**src/rtl/dll_mode_sequencer.sv**
```systemverilog
// DDR4 DLL-mode / clock-switch sequencer: moves masked ranks between DLL-on/fast and DLL-off/slow.
// Optional build macro ZQ_AFTER_DLL_EN adds a ZQCL + tZQoper wait at the end of the DLL-on path.
module dll_mode_sequencer #(
   parameter int ADDR_WIDTH = 17,
   parameter int BANK_WIDTH = 2,
   parameter int BG_WIDTH   = 2,
   parameter int NUM_RANKS  = 1,
   parameter int WAIT_W     = 12,
   parameter int T_PRE      = 5,
   parameter int T_MOD      = 24,
   parameter int T_CKSRE    = 300,
   parameter int T_CKSRX    = 300,
   parameter int T_XS       = 1000,
   parameter int T_DLLK     = 256,
   parameter int T_ZQOPER   = 128
) (
   input  logic                      clk,
   input  logic                      rst,
   input  logic                      req_valid,
   input  logic                      req_dll_on,
   input  logic [NUM_RANKS-1:0]      req_rank,
   input  logic [13:0]               mr0_value,
   input  logic [13:0]               mr1_value,
   output logic                      req_ready,
   output logic                      busy,
   output logic                      done,
   output logic                      dll_on,
   output logic                      clk_sel,
   output logic [7:0]                mc_ACT_n,
   output logic [ADDR_WIDTH*8-1:0]   mc_ADR,
   output logic [BANK_WIDTH*8-1:0]   mc_BA,
   output logic [BG_WIDTH*8-1:0]     mc_BG,
   output logic [NUM_RANKS*8-1:0]    mc_CS_n,
   output logic [NUM_RANKS*8-1:0]    mc_CKE
);

   typedef enum logic [3:0] {
      IDLE, PREA, W_PRE, MRS1, W_MOD, SRE, W_CKSRE, CLKSW,
      W_CKSRX, SRX, W_XS, MRS0, W_DLLK, ZQCL, W_ZQ, DONE
   } state_t;

   state_t                    r_state, w_nstate;
   logic [WAIT_W-1:0]         r_wait, w_wait_load;
   logic                      w_wait_done;
   logic                      r_tgt;
   logic [NUM_RANKS-1:0]      r_rank;
   logic                      r_dll_on, r_clk_sel;
   logic                      w_accept;

   logic                      w_cmd, w_cke_low;
   logic [ADDR_WIDTH-1:0]     w_adr;
   logic [BANK_WIDTH-1:0]     w_ba;
   logic [BG_WIDTH-1:0]       w_bg;

   logic [ADDR_WIDTH*8-1:0]   w_adr_slots, r_adr_slots;
   logic [BANK_WIDTH*8-1:0]   w_ba_slots, r_ba_slots;
   logic [BG_WIDTH*8-1:0]     w_bg_slots, r_bg_slots;
   logic [NUM_RANKS*8-1:0]    w_cs_slots, r_cs_slots;
   logic [NUM_RANKS*8-1:0]    w_cke_slots, r_cke_slots;

   assign req_ready   = (r_state == IDLE);
   assign busy        = (r_state != IDLE) && (r_state != DONE);
   assign done        = (r_state == DONE);
   assign dll_on      = r_dll_on;
   assign clk_sel     = r_clk_sel;
   assign mc_ACT_n    = 8'hFF;
   assign mc_ADR      = r_adr_slots;
   assign mc_BA       = r_ba_slots;
   assign mc_BG       = r_bg_slots;
   assign mc_CS_n     = r_cs_slots;
   assign mc_CKE      = r_cke_slots;

   assign w_accept    = req_valid && req_ready;
   assign w_wait_done = (r_wait == '0);

   // Next state and the wait count to load when a wait state is entered
   always_comb begin
      w_nstate    = r_state;
      w_wait_load = '0;
      case (r_state)
         IDLE:    if (req_valid)
                     w_nstate = ((req_dll_on == r_dll_on) || (req_rank == '0)) ? DONE : PREA;
         PREA:    w_nstate = W_PRE;
         W_PRE:   if (w_wait_done) w_nstate = r_tgt ? SRE : MRS1;
         MRS1:    w_nstate = W_MOD;
         W_MOD:   if (w_wait_done) w_nstate = r_tgt ? MRS0 : SRE;
         SRE:     w_nstate = W_CKSRE;
         W_CKSRE: if (w_wait_done) w_nstate = CLKSW;
         CLKSW:   w_nstate = W_CKSRX;
         W_CKSRX: if (w_wait_done) w_nstate = SRX;
         SRX:     w_nstate = W_XS;
         W_XS:    if (w_wait_done) w_nstate = r_tgt ? MRS1 : DONE;
         MRS0:    w_nstate = W_DLLK;
`ifdef ZQ_AFTER_DLL_EN
         W_DLLK:  if (w_wait_done) w_nstate = ZQCL;
`else
         W_DLLK:  if (w_wait_done) w_nstate = DONE;
`endif
         ZQCL:    w_nstate = W_ZQ;
         W_ZQ:    if (w_wait_done) w_nstate = DONE;
         DONE:    w_nstate = IDLE;
         default: w_nstate = IDLE;
      endcase
      case (w_nstate)
         W_PRE:   w_wait_load = WAIT_W'(T_PRE);
         W_MOD:   w_wait_load = WAIT_W'(T_MOD);
         W_CKSRE: w_wait_load = WAIT_W'(T_CKSRE);
         W_CKSRX: w_wait_load = WAIT_W'(T_CKSRX);
         W_XS:    w_wait_load = WAIT_W'(T_XS);
         W_DLLK:  w_wait_load = WAIT_W'(T_DLLK);
         W_ZQ:    w_wait_load = WAIT_W'(T_ZQOPER);
         default: w_wait_load = '0;
      endcase
   end

   // Command decode for the current state; A[AW-1:AW-3] = RAS/CAS/WE
   always_comb begin
      w_cmd     = 1'b0;
      w_cke_low = 1'b0;
      w_adr     = '0;
      w_ba      = '0;
      w_bg      = '0;
      case (r_state)
         PREA: begin
            w_cmd                   = 1'b1;
            w_adr[10]               = 1'b1;
            w_adr[ADDR_WIDTH-1 -: 3] = 3'b010;
         end
         MRS1: begin
            w_cmd                   = 1'b1;
            w_adr[13:0]             = (mr1_value & 14'h3FFE) | {13'b0, r_tgt};
            w_adr[ADDR_WIDTH-1 -: 3] = 3'b000;
            w_ba                    = BANK_WIDTH'(1);
         end
         MRS0: begin
            w_cmd                   = 1'b1;
            w_adr[13:0]             = mr0_value | 14'h0100;
            w_adr[ADDR_WIDTH-1 -: 3] = 3'b000;
         end
         SRE: begin
            w_cmd                   = 1'b1;
            w_cke_low               = 1'b1;
            w_adr[ADDR_WIDTH-1 -: 3] = 3'b001;
         end
         W_CKSRE, CLKSW, W_CKSRX: w_cke_low = 1'b1;
         ZQCL: begin
            w_cmd                   = 1'b1;
            w_adr[10]               = 1'b1;
            w_adr[ADDR_WIDTH-1 -: 3] = 3'b110;
         end
         default: ;
      endcase
   end

   // Expand to 8 slots per bit; a command lives in slots [1:0], other slots deselect
   always_comb begin
      w_adr_slots = '1;
      w_ba_slots  = '0;
      w_bg_slots  = '0;
      w_cs_slots  = '1;
      w_cke_slots = '1;
      for (int s = 0; s < 8; s++) begin
         for (int b = 0; b < ADDR_WIDTH; b++)
            w_adr_slots[b*8+s] = (w_cmd && s < 2) ? w_adr[b] : 1'b1;
         for (int b = 0; b < BANK_WIDTH; b++)
            w_ba_slots[b*8+s]  = w_cmd && (s < 2) && w_ba[b];
         for (int b = 0; b < BG_WIDTH; b++)
            w_bg_slots[b*8+s]  = w_cmd && (s < 2) && w_bg[b];
         for (int r = 0; r < NUM_RANKS; r++) begin
            w_cs_slots[r*8+s]  = !(w_cmd && (s < 2) && r_rank[r]);
            w_cke_slots[r*8+s] = !(w_cke_low && r_rank[r]);
         end
      end
   end

   always_ff @(posedge clk) begin
      if (rst) begin
         r_state     <= IDLE;
         r_wait      <= '0;
         r_tgt       <= 1'b1;
         r_rank      <= '0;
         r_dll_on    <= 1'b1;
         r_clk_sel   <= 1'b0;
         r_adr_slots <= '0;
         r_ba_slots  <= '0;
         r_bg_slots  <= '0;
         r_cs_slots  <= '1;
         r_cke_slots <= '1;
      end else begin
         r_state     <= w_nstate;
         r_adr_slots <= w_adr_slots;
         r_ba_slots  <= w_ba_slots;
         r_bg_slots  <= w_bg_slots;
         r_cs_slots  <= w_cs_slots;
         r_cke_slots <= w_cke_slots;
         if (w_nstate != r_state)
            r_wait <= w_wait_load;
         else if (!w_wait_done)
            r_wait <= r_wait - 1'b1;
         // An empty mask moves no rank, so the reported mode must not move either
         if (w_accept) begin
            r_rank <= req_rank;
            r_tgt  <= (req_rank == '0) ? r_dll_on : req_dll_on;
         end
         if (r_state == CLKSW)
            r_clk_sel <= ~r_tgt;
         if ((w_nstate == DONE) && (r_state != IDLE))
            r_dll_on <= r_tgt;
      end
   end

endmodule

```
**config.mk**
```make
export PLATFORM = sky130hd
export DESIGN_NAME = dll_mode_sequencer
export DESIGN_NICKNAME = d
export VERILOG_FILES = /design/src/rtl/dll_mode_sequencer.sv
export SDC_FILE = /design/constraint.sdc
export NUM_CORES = 1
export LEC_CHECK = 0
export CORE_MARGIN = 2
export CORE_UTILIZATION = 39
export CTS_CLUSTER_SIZE = 20
export DETAILED_ROUTE_END_ITERATION = 8
export GPL_ROUTABILITY_DRIVEN = 0
export GPL_TIMING_DRIVEN = 0
export PLACE_DENSITY = 0.91
export SYNTH_ARGS = -nofsm -noshare
export SYNTH_HDL_FRONTEND = slang
export SYNTH_SLANG_ARGS = --single-unit
```
**constraint.sdc**
```tcl
create_clock -name clk -period 7.9 [get_ports clk]
set_input_delay 1.58 -clock clk [delete_from_list [all_inputs] [get_ports clk]]
set_output_delay 1.58 -clock clk [all_outputs]
set_load 0.02 [all_outputs]
```
* Word level (Yosys, flattened, before mapping) *
Cells that the tools add are included.

operators by class
  add/subtract/negate cells = 1
  equality and inequality tests = 27
  mux-type cells = 41
  bitwise operators = 3
  reduce and logical (&&, ||, !) cells = 18

operators with widths
  kind                                                number
  2-to-1 mux 136 bit                                  1
  case mux 10 bit (6 select lines)                    1
  case mux 4 bit (15 select lines)                    1
  == test 4 bit, second input constant                13
  2-to-1 mux 4 bit                                    10
  == test 4 x 3 -> 1 bit, second input constant       6
  2-to-1 mux 12 bit                                   2
  2-to-1 mux 1 bit                                    21
  case mux 10 bit (2 select lines)                    1
  OR 14 x 1 -> 14 bit                                 1
  == test 4 x 2 -> 1 bit, second input constant       3
  logical NOT 12 bit                                  1
  subtractor 12 x 1 -> 12 bit, second input constant  1
  case mux 3 bit (3 select lines)                     1
  logical AND 1 bit                                   6
  case mux 3 bit (2 select lines)                     1
  OR reduction 2 bit                                  3
  OR reduction 5 bit                                  1
  == test 4 x 1 -> 1 bit, second input constant       1
  logical NOT 4 bit                                   1
  != test 4 bit                                       1
  != test 4 bit, second input constant                1
  nonzero test 4 bit                                  1
  OR reduction 4 bit                                  1
  8 further kinds                                     10

word-level totals
  flip-flop bits (word level) = 178
  bits of input ports = 33
  output and inout bits = 197
  word-level logic and storage cells = 103

* Logic depth before layout (Yosys ltp) *
Gate-level depths: netlist (run 1).

  depth after elaboration = 9
  gate-level depth with buffers = 9
  gate-level depth less buffers = 8

* Least setup slack after synthesis (run 1) *
No wires, ideal clock.

  kind = register to output
  start = register mc_ADR[134] (netlist name)
  end = output mc_ADR[100]
  data arrival time = 2.421 ns
  data required time = 6.320 ns
  path slack = 3.899 ns
  cell stages (with the launch flop) = 2
  path buffers = 1
  cell sequence = dfxtp_1 > buf_4

RTL lines
  item              RTL line  text
  end: declaration  30        output logic [ADDR_WIDTH*8-1:0] mc_ADR,

* Worst setup path after layout (run 1) *
  start = register r_state[1]
  end = output done

between the ends
  word-level cells in the longest chain between the ends = 1

RTL lines
  item                      RTL line  text
  start: declaration        42        state_t r_state, w_nstate;
  start signal: assignment  190       r_state <= w_nstate;
  == test 4 bit             63        assign done = (r_state == DONE);
  end: declaration          26        output logic done,

No other way between the ends.

==> flow_summary.ini, run 1 <==
[status]
run_status = finished, final reports clean

[worst_setup_path]
ff2ff_setup_slack_ps = 5480
regToRegEndpoint = dll_on$_SDFFE_PP1P_
critPathMaxStageDelay_ps = 630
timing.critical_path.mode_cell = sky130_fd_sc_hd__clkbuf_1
arrival_ps = 2560
critPathTopFamily = buffers and inverters
worst_ep_required_time_ps = 6320
setup.worst_path.class = reg2out
cp_num_buf_inv = 3
critical-path-slowest-cell = sky130_fd_sc_hd__clkdlybuf4s50_1
r2r.worst_path.cells = 8
worst_r2r_startpoint = r_wait[0]$_SDFFE_PP0P_
crit_path_capture_type = output pin
sequence_of_cells_on_the_critical_path = clkbuf_1, clkbuf_1, and2_1, and3_1, clkdlybuf4s50_1
crit_fanout = 10
critPathLaunchType = flop
startpoint = r_state[1]$_SDFF_PP0_

[clock_network]
insertion_delay_ps = 300
max-clock-path-buffers = 2
post_cts_buffers = 0
clock_tree_from_tritoncts = done
numCtsBuffers = 5
clock_sink_count = 41
clk_transition_reported_paths_ps = 80
h-tree-depth = 2
clock-root-buffer = sky130_fd_sc_hd__clkbuf_8
hold_buffers = 0
cts_resized = 0

[yosys]
synth_edf_count = 0
yosys_warnings = 0
post_synth_inst_count = 414
asyncSetResetFlopFracSynth_pct = 0
syn_avg_cell_area_um2 = 8.01
yosysSeqAreaShare_pct = 24.8
synth.ff_latch_count = 41
netlist_area_um2 = 3310
synth_cell_types = 60
synthFlopType = sky130_fd_sc_hd__dfxtp_1

[place]
dp_hpwl_um = 8110
placedInstanceArea_um2 = 5450
placement.io_buffers = 182
detailedPlace.worstSlack_ps = 4160

[global_routing]
grt_first_pass_wirelength_um = 14400
grt_overflow = 0
grtUsageMet3_pct = 4.78
antenna_found_initial = 0
grt_max_degree = 55
track_usage_pct = 19.7
groute.layer.met2.usage_pct = 37.8
busiest_layer = met2
groute.layer.met1.usage_pct = 20.3
first_global_vias = 2940

[die]
io-pin-count = 230
die_w_um = 96.2
die_y_um = 96.2
floorplan.rows = 33
die_area_um2 = 9250
core_area_um2 = 8220
floorplan.initialDensity_pct = 40.3

[cells_and_area]
insertedDiodeCount = 0
final_layout_net_count = 680
fin_area_um2 = 5530
final_layout_size_suffix_gt1_share_pct = 29.5
syn_to_final_growth_pct = 66.9
final_core_utilization_pct = 67.3

[power_and_ir_drop]
p_leak_nw = 2.51
finalPower_w = 0.00146
power_per_cell_area_nw_per_um2 = 263
worst_ir_drop_vdd_mv = 0.141

[timing]
maximum_operating_frequency_mhz = 242
clock_tree_skew_after_final_layout_ps = 5.55
post-route-min-period_ps = 4140
grt_setup_unrepaired = false
hold_viol_final = 0
report.final.setup_viol = 0
finalCritPeriodShare_pct = 52.4
finalMaxSlewViolations = 0
slew_headroom_pct = 40.3
tns_ps = 0
worst_setup_slack_after_layout_ps = 3760
max_slew.worst_pin.slew_ps = 896

[detailed_routing]
drt_first_pass_iters = 5
post_drt_wl_per_cell_um = 13.2
routed-via-count = 3350
avgViaCountPerCell = 4.45
drt-total-wl_um = 9940
detailedRoute.firstIterationViolations = 264
number_of_remaining_drc_errors = 0
ant_nets = 0

[min_path]
holdPathEnd = mc_CKE[0]$_SDFF_PP1_
min_from = r_rank$_SDFFE_PP0P_
hold_path_depth = 1
timing.hold.worst.class = reg2reg

[run]
maxCapViolations = 0
worst reg2reg max path: stages, from the launching register on:
cell and delay, ps:
sky130_fd_sc_hd__dfxtp_1 350, sky130_fd_sc_hd__inv_1 70, sky130_fd_sc_hd__ha_1 210, sky130_fd_sc_hd__nor3b_2 390, sky130_fd_sc_hd__nand4b_1 220, sky130_fd_sc_hd__o21ai_1 220, sky130_fd_sc_hd__nand4_2 250, sky130_fd_sc_hd__or4_1 570
sky130_fd_sc_hd__nand3_1 90
Yosys cell counts (all sizes together), types with 3 or more instances:
cell type | instances | area share (%)
clkbuf | 11 | 1.2
a21oi | 9 | 1.4
nor2 | 39 | 4.4
nor3 | 4 | 0.60
nand4 | 3 | 0.75
nor3b | 5 | 1.3
xor2 | 5 | 1.3
o21ai | 11 | 1.7
nand3 | 7 | 1.1
nand2b | 5 | 0.94
a211oi | 4 | 0.91
buf | 175 | 39
nand2 | 18 | 2.0
or4 | 3 | 0.79
nor4 | 4 | 1.1
xnor2 | 4 | 1.1
dfxtp | 41 | 25
a221oi | 12 | 3.2
inv | 6 | 0.68
a31oi | 4 | 0.75
and2 | 3 | 0.57
per-stage QoR:
step	hold WS [ps]	std cells
floorplan	377	456
global placement	389	743
detailed placement	413	744
CTS	429	752
global route	436	752
finish	429	752
kinds of logic after synthesis:
logic type                 share of synthesized area [%]
buffers and inverters                               41.3
and+or+nand+nor                                     16.9
AOI/OAI and AO/OA                                   13.5
DFF                                                 24.8
xor gates and xnor gates                            2.38
other                                              0.227
muxes                                              0.604
adders and majority gates                          0.377
sequential cells by signal, indices dropped and copies added, names as in the netlist:
signal,count
mc_ADR,18
dll_on,1
r_tgt,1
r_wait,12
clk_sel,1
mc_CS_n,1
mc_CKE,1
r_state,4
r_rank,1
mc_BA,1
layout by cell type, fill, tap and decap left out, types with 3 or more instances in the layout:
cell / instances
sky130_fd_sc_hd__clkbuf_8: 5
sky130_fd_sc_hd__xnor2_1: 4
sky130_fd_sc_hd__dfxtp_1: 40
sky130_fd_sc_hd__xor2_1: 5
sky130_fd_sc_hd__a21oi_1: 9
sky130_fd_sc_hd__o21ai_1: 3
sky130_fd_sc_hd__nand3_1: 7
sky130_fd_sc_hd__nand2b_1: 5
sky130_fd_sc_hd__clkbuf_1: 11
sky130_fd_sc_hd__inv_1: 5
sky130_fd_sc_hd__nor3b_1: 4
sky130_fd_sc_hd__nor2_1: 39
sky130_fd_sc_hd__a31oi_1: 4
sky130_fd_sc_hd__nand2_1: 18
sky130_fd_sc_hd__clkdlybuf4s50_1: 182
sky130_fd_sc_hd__a211oi_1: 4
sky130_fd_sc_hd__o21ai_0: 8
sky130_fd_sc_hd__and2_1: 3
sky130_fd_sc_hd__buf_4: 171
sky130_fd_sc_hd__a221oi_1: 12
sky130_fd_sc_hd__conb_1: 44
sky130_fd_sc_hd__nor3_1: 4
cell type report:
class | instances | area, um^2
buffer | 186 | 1340
clock buffer | 5 | 68.8
clock inverter | 3 | 17.5
fill | 661 | 2680
inverter | 7 | 26.3
multi-input combinational | 222 | 1280
sequential | 41 | 822
tap | 105 | 131
timing repair buffer | 183 | 1840
report_power, final:
part           switching, W  internal (W)
clock network     0.0000739     0.0000609
registers         0.0000663      0.000269
logic              0.000541      0.000444
per-layer routing:
| metal | share of wire [%] | up-vias |
|---|---|---|
| met3 | 11 | 26 |
| met2 | 54 | 195 |
| met4 | 2.7 | 0 |
| met1 | 33 | 1481 |
| li1 | - | 1648 |
| met5 | 0 | - |
how the worst max path moves through the flow:
| stage | end | slack (ps) | depth (start not counted) |
|---|---|---|---|
| 2_1_floorplan | mc_ADR[100] | 3900 | 1 |
| 3_3_place_gp | mc_ADR[87] | 3130 | 2 |
| 3_5_place_dp | done | 4160 | 5 |
| 4_1_cts | done | 3830 | 5 |
| 5_1_grt | done | 3680 | 5 |
| 6_report | done | 3760 | 5 |
No activity file was read; power rests on OpenSTA's default activity.
==> run 2, diff against run 1 <==
Settings changed: CORE_UTILIZATION 39 to 36, PLACE_DENSITY 0.91 to 0.85.
Clock period 7.9 ns to 3.9 ns, I/O delays scaled along.
==> run 2 against run 1 <==
Core utilization down 5.9 points; worst setup slack worse by 3100 ps; clock power grew to 3.0 times the previous value; first-iteration DRC count rose by 9.1%; design area increased by 0.68%; sequential cell count unchanged; die area grew 8.0%; via count fell by 1.5%; register-to-register slack lost 4000 ps.
==> flow_summary.ini, run 2 (synthesis results as in run 1) <==
[power_and_ir_drop]
finalPower_w = 0.00310
p_leak_nw = 2.52
power_per_cell_area_nw_per_um2 = 556
worst_ir_drop_vdd_mv = 0.315

[worst_setup_path]
crit_fanout = 10
sequence_of_cells_on_the_critical_path = clkbuf_1, clkbuf_1, and2_1, and3_1, clkdlybuf4s50_1
critPathMaxStageDelay_ps = 610
ff2ff_setup_slack_ps = 1450
critical-path-slowest-cell = sky130_fd_sc_hd__clkdlybuf4s50_1
arrival_ps = 2480
setup.worst_path.class = reg2out
crit_path_capture_type = output pin
critPathLaunchType = flop
timing.critical_path.mode_cell = sky130_fd_sc_hd__clkbuf_1
worst_ep_required_time_ps = 3120

[cells_and_area]
largest_register_ffs = 18
layout.cells.most_common = sky130_fd_sc_hd__clkdlybuf4s50_1
fin_area_um2 = 5570
mostFrequentLayoutCells = sky130_fd_sc_hd__clkdlybuf4s50_1, sky130_fd_sc_hd__buf_4, sky130_fd_sc_hd__conb_1, sky130_fd_sc_hd__dfxtp_1, sky130_fd_sc_hd__nor2_1
final_layout_net_count = 679
syn_to_final_growth_pct = 68.1
insertedDiodeCount = 0
finish.cell_count_without_fillers = 757
fillers = 748
final_layout_size_suffix_gt1_share_pct = 29.4

[min_path]
timing.hold.worst.class = reg2reg

[detailed_routing]
drt-total-wl_um = 9640
drt_first_pass_iters = 4
ant_nets = 0
post_drt_wl_per_cell_um = 12.7
routed-via-count = 3299
number_of_remaining_drc_errors = 0
detailedRoute.firstIterationViolations = 288
avgViaCountPerCell = 4.36

[timing]
hold_viol_final = 0
post-route-min-period_ps = 3260
slew_headroom_pct = 40.2
maximum_operating_frequency_mhz = 307
report.final.setup_viol = 0
clock_tree_skew_after_final_layout_ps = 6.08
worst_setup_slack_after_layout_ps = 642
grt_setup_unrepaired = false
max_slew.worst_pin.slew_ps = 897
tns_ps = 0
finalCritPeriodShare_pct = 83.5
finalMaxSlewViolations = 0

[global_routing]
first_global_vias = 2931
grt_overflow = 0
track_usage_pct = 17.9
grt_first_pass_wirelength_um = 14600
grt_max_degree = 103
antenna_found_initial = 0

[clock_network]
clock_sink_count = 41
post_cts_buffers = 0
h-tree-depth = 2
hold_buffers = 0
clk_transition_reported_paths_ps = 70
clock-root-buffer = sky130_fd_sc_hd__clkbuf_8
clock_tree_from_tritoncts = done
max-clock-path-buffers = 2
numCtsBuffers = 5
cts_resized = 0
insertion_delay_ps = 290

[die]
die_w_um = 100
die_y_um = 100
floorplan.initialDensity_pct = 36.6
die_area_um2 = 9990
io-pin-count = 230
core_area_um2 = 9060
floorplan.rows = 35

[status]
run_status = finished, final reports clean

[place]
placement.io_buffers = 182
detailedPlace.worstSlack_ps = 1000
dpl.cell_count = 749
dp_hpwl_um = 7810
placedInstanceArea_um2 = 5440

[run]
maxCapViolations = 0
-- run 2: area by class of cell --
type / count / area [um^2] / area share (%)
clock buffer: 5 / 68.8 / 1.24
inverter: 7 / 26.3 / 0.472
buffer: 186 / 1340 / 24.1
timing repair buffer: 182 / 1820 / 32.7
tap: 111 / 139 / 2.49
sequential: 41 / 825 / 14.8
multi-input combinational: 222 / 1280 / 23.0
clock inverter: 3 / 65.1 / 1.17
-- run 2: through the flow --
| step | utilization, % | hold slack, ps |
|---|---|---|
| finish | 61.4 | 410 |
| detailed placement | 60.0 | 396 |
| global placement | 59.9 | 393 |
| floorplan | - | 377 |
| CTS | 61.4 | 414 |
| global route | 61.4 | 430 |
-- run 2: final timing paths --
check        cells after the start              startpoint                   end
max reg2reg                      8  r_wait[0]$_SDFFE_PP0P_   dll_on$_SDFFE_PP1P_
min reg2reg                      1     r_rank$_SDFFE_PP0P_  mc_CKE[0]$_SDFF_PP1_
min                              1     r_rank$_SDFFE_PP0P_  mc_CKE[0]$_SDFF_PP1_
max                              5   r_state[1]$_SDFF_PP0_                  done
-- run 2: report_power, final --
group	internal (W)	total (W)	leakage, nW	switching, W
combinational	0.000899	0.00201	2.11	0.00111
sequential	0.000545	0.000687	0.341	0.000143
clock	0.000254	0.000403	0.0681	0.000149
-- run 2: worst max-delay path, delay by kind of cell, from the launching register on --
| family | cells | cell delay, ps |
|---|---|---|
| simple gates | 2 | 530 |
| buf+inv | 3 | 1310 |
| flops | 1 | 340 |
-- run 2: routing by layer --
| metal | global-route usage (%) | part of all wire (%) | routed length (um) |
|---|---|---|---|
| met5 | 0 | 0 | 0 |
| met4 | 5.48 | 1.9 | 187 |
| met3 | 3.76 | 7.4 | 718 |
| met2 | 35.0 | 54 | 5230 |
| met1 | 19.0 | 36 | 3500 |
==> run 3, diff against run 2 <==
Clock period 3.9 ns to 3.1 ns, I/O delays scaled along.
==> run 3 against run 2 <==
Critical path depth shrank 1; global-route usage unchanged; non-clock buffer count shrank 1; power up 26%; sequential power is 28% higher; design area barely moved; via count rose by 0.18%; clock skew up 0.56 ps; die area did not move; critical path type unchanged; critical endpoint unchanged; largest power group unchanged; highest routed layer unchanged.
==> flow_summary.ini, run 3 (synthesis results as in run 1) <==
[status]
run_status = finished, final reports clean

[worst_setup_path]
critPathLaunchType = flop
cp_num_buf_inv = 2
path_length_in_cells_of_the_critical_path = 4
crit_fanout = 11
regToRegEndpoint = dll_on$_SDFFE_PP1P_
critical-path-slowest-cell = sky130_fd_sc_hd__clkdlybuf4s50_1
worst_r2r_startpoint = r_wait[0]$_SDFFE_PP0P_
ff2ff_setup_slack_ps = 650
critPathMaxStageDelay_ps = 610
sequence_of_cells_on_the_critical_path = buf_1, and2_1, and3_1, clkdlybuf4s50_1
r2r.worst_path.cells = 8
critPathTopFamily = buffers and inverters
crit_path_capture_type = output pin
arrival_ps = 2330
worst_ep_required_time_ps = 2480
setup.worst_path.class = reg2out

[clock_network]
max-clock-path-buffers = 2
clock_tree_from_tritoncts = done
clock-root-buffer = sky130_fd_sc_hd__clkbuf_8
h-tree-depth = 2
clock_sink_count = 41
numCtsBuffers = 5
clk_transition_reported_paths_ps = 70
insertion_delay_ps = 290
post_cts_buffers = 0

[global_routing]
grt_overflow = 0
grt_max_degree = 103
antenna_found_initial = 0
track_usage_pct = 17.9
grt_first_pass_wirelength_um = 14600
first_global_vias = 2931

[die]
floorplan.initialDensity_pct = 36.6
io-pin-count = 230
die_y_um = 100
die_area_um2 = 9990
floorplan.rows = 35
core_area_um2 = 9060
die_w_um = 100

[detailed_routing]
routed-via-count = 3305
post_drt_wl_per_cell_um = 12.7
drt_first_pass_iters = 5
drt-total-wl_um = 9590
ant_nets = 0
number_of_remaining_drc_errors = 0
detailedRoute.firstIterationViolations = 376
avgViaCountPerCell = 4.37

[timing]
slew_headroom_pct = 40.2
post-route-min-period_ps = 2950
fin_worst_hold_slack_ps = 410
maximum_operating_frequency_mhz = 339
clock_tree_skew_after_final_layout_ps = 6.63
max_slew.worst_pin.slew_ps = 897
report.final.setup_viol = 0
grt_setup_unrepaired = false
finalMaxSlewViolations = 0
finalCritPeriodShare_pct = 95.2
hold_viol_final = 0

[cells_and_area]
syn_to_final_growth_pct = 68.0
largest_register_ffs = 18
fin_area_um2 = 5570
finish.cell_count_without_fillers = 756
layout.cells.most_common = sky130_fd_sc_hd__clkdlybuf4s50_1
final_layout_size_suffix_gt1_share_pct = 29.5
final_layout_net_count = 678
fillers = 748
mostFrequentLayoutCells = sky130_fd_sc_hd__clkdlybuf4s50_1, sky130_fd_sc_hd__buf_4, sky130_fd_sc_hd__conb_1, sky130_fd_sc_hd__dfxtp_1, sky130_fd_sc_hd__nor2_1
insertedDiodeCount = 0

[power_and_ir_drop]
p_leak_nw = 2.52
power_per_cell_area_nw_per_um2 = 699
worst_ir_drop_vdd_mv = 0.399

[place]
dp_hpwl_um = 7810
placedInstanceArea_um2 = 5440
dpl.cell_count = 749
placement.io_buffers = 182

[min_path]
min_from = r_rank$_SDFFE_PP0P_
timing.hold.worst.class = reg2reg
holdPathEnd = mc_CKE[0]$_SDFF_PP1_
hold_path_depth = 1

[run]
maxCapViolations = 0
-- run 3: what timing repair did --
item,CTS,global route
setup endpoints to repair,0,2
gates resized for setup,0,1
hold buffers,0,0
-- run 3: where the power goes --
part	total (W)	switching, W	internal, W
clock	0.000506	0.000186	0.000320
combinational	0.00250	0.00137	0.00113
sequential	0.000882	0.000197	0.000685
-- run 3: final cells by class --
class / count / area [um^2] / share of cell area (%)
Timing Repair Buffer: 182 / 1820 / 32.7
Buffer: 185 / 1340 / 24.1
Multi-Input combinational cell: 222 / 1280 / 23.0
Sequential cell: 41 / 825 / 14.8
Tap cell: 111 / 139 / 2.49
Clock buffer: 5 / 68.8 / 1.24
Clock inverter: 3 / 65.1 / 1.17
Inverter: 7 / 26.3 / 0.472
-- run 3: per-layer routing --
metal	vias to the layer above	share of wire [%]	track usage [%]
met5	-	0	0
met4	0	2.1	5.48
met3	20	7.6	3.76
met2	177	54	35.0
met1	1465	36	19.0
li1	1643	-	-
-- run 3: how the worst max path moves through the flow --
stage                                from          end  slack [ps]
detailed placement  r_state[1]$_SDFF_PP0_         done         360
floorplan             mc_ADR[134]$_DFF_P_  mc_ADR[100]          60
CTS                 r_state[1]$_SDFF_PP0_         done          10
global placement      mc_ADR[134]$_DFF_P_   mc_ADR[62]        -720
global route        r_state[1]$_SDFF_PP0_         done          50
finish              r_state[1]$_SDFF_PP0_         done         150
-- run 3: through the flow --
| step | worst slack, ps | TNS, ps | total power, W | utilization [%] |
|---|---|---|---|---|
| 2_1_floorplan | 58.8 | 0 | 0.00253 | - |
| 3_3_place_gp | -722 | -70490 | 0.00328 | 59.9 |
| 3_5_place_dp | 360 | 0 | 0.00333 | 60.0 |
| 4_1_cts | 13.7 | 0 | 0.00386 | 61.4 |
| 5_1_grt | 49.1 | 0 | 0.00412 | 61.4 |
| 6_report | 150 | 0 | 0.00389 | 61.4 |
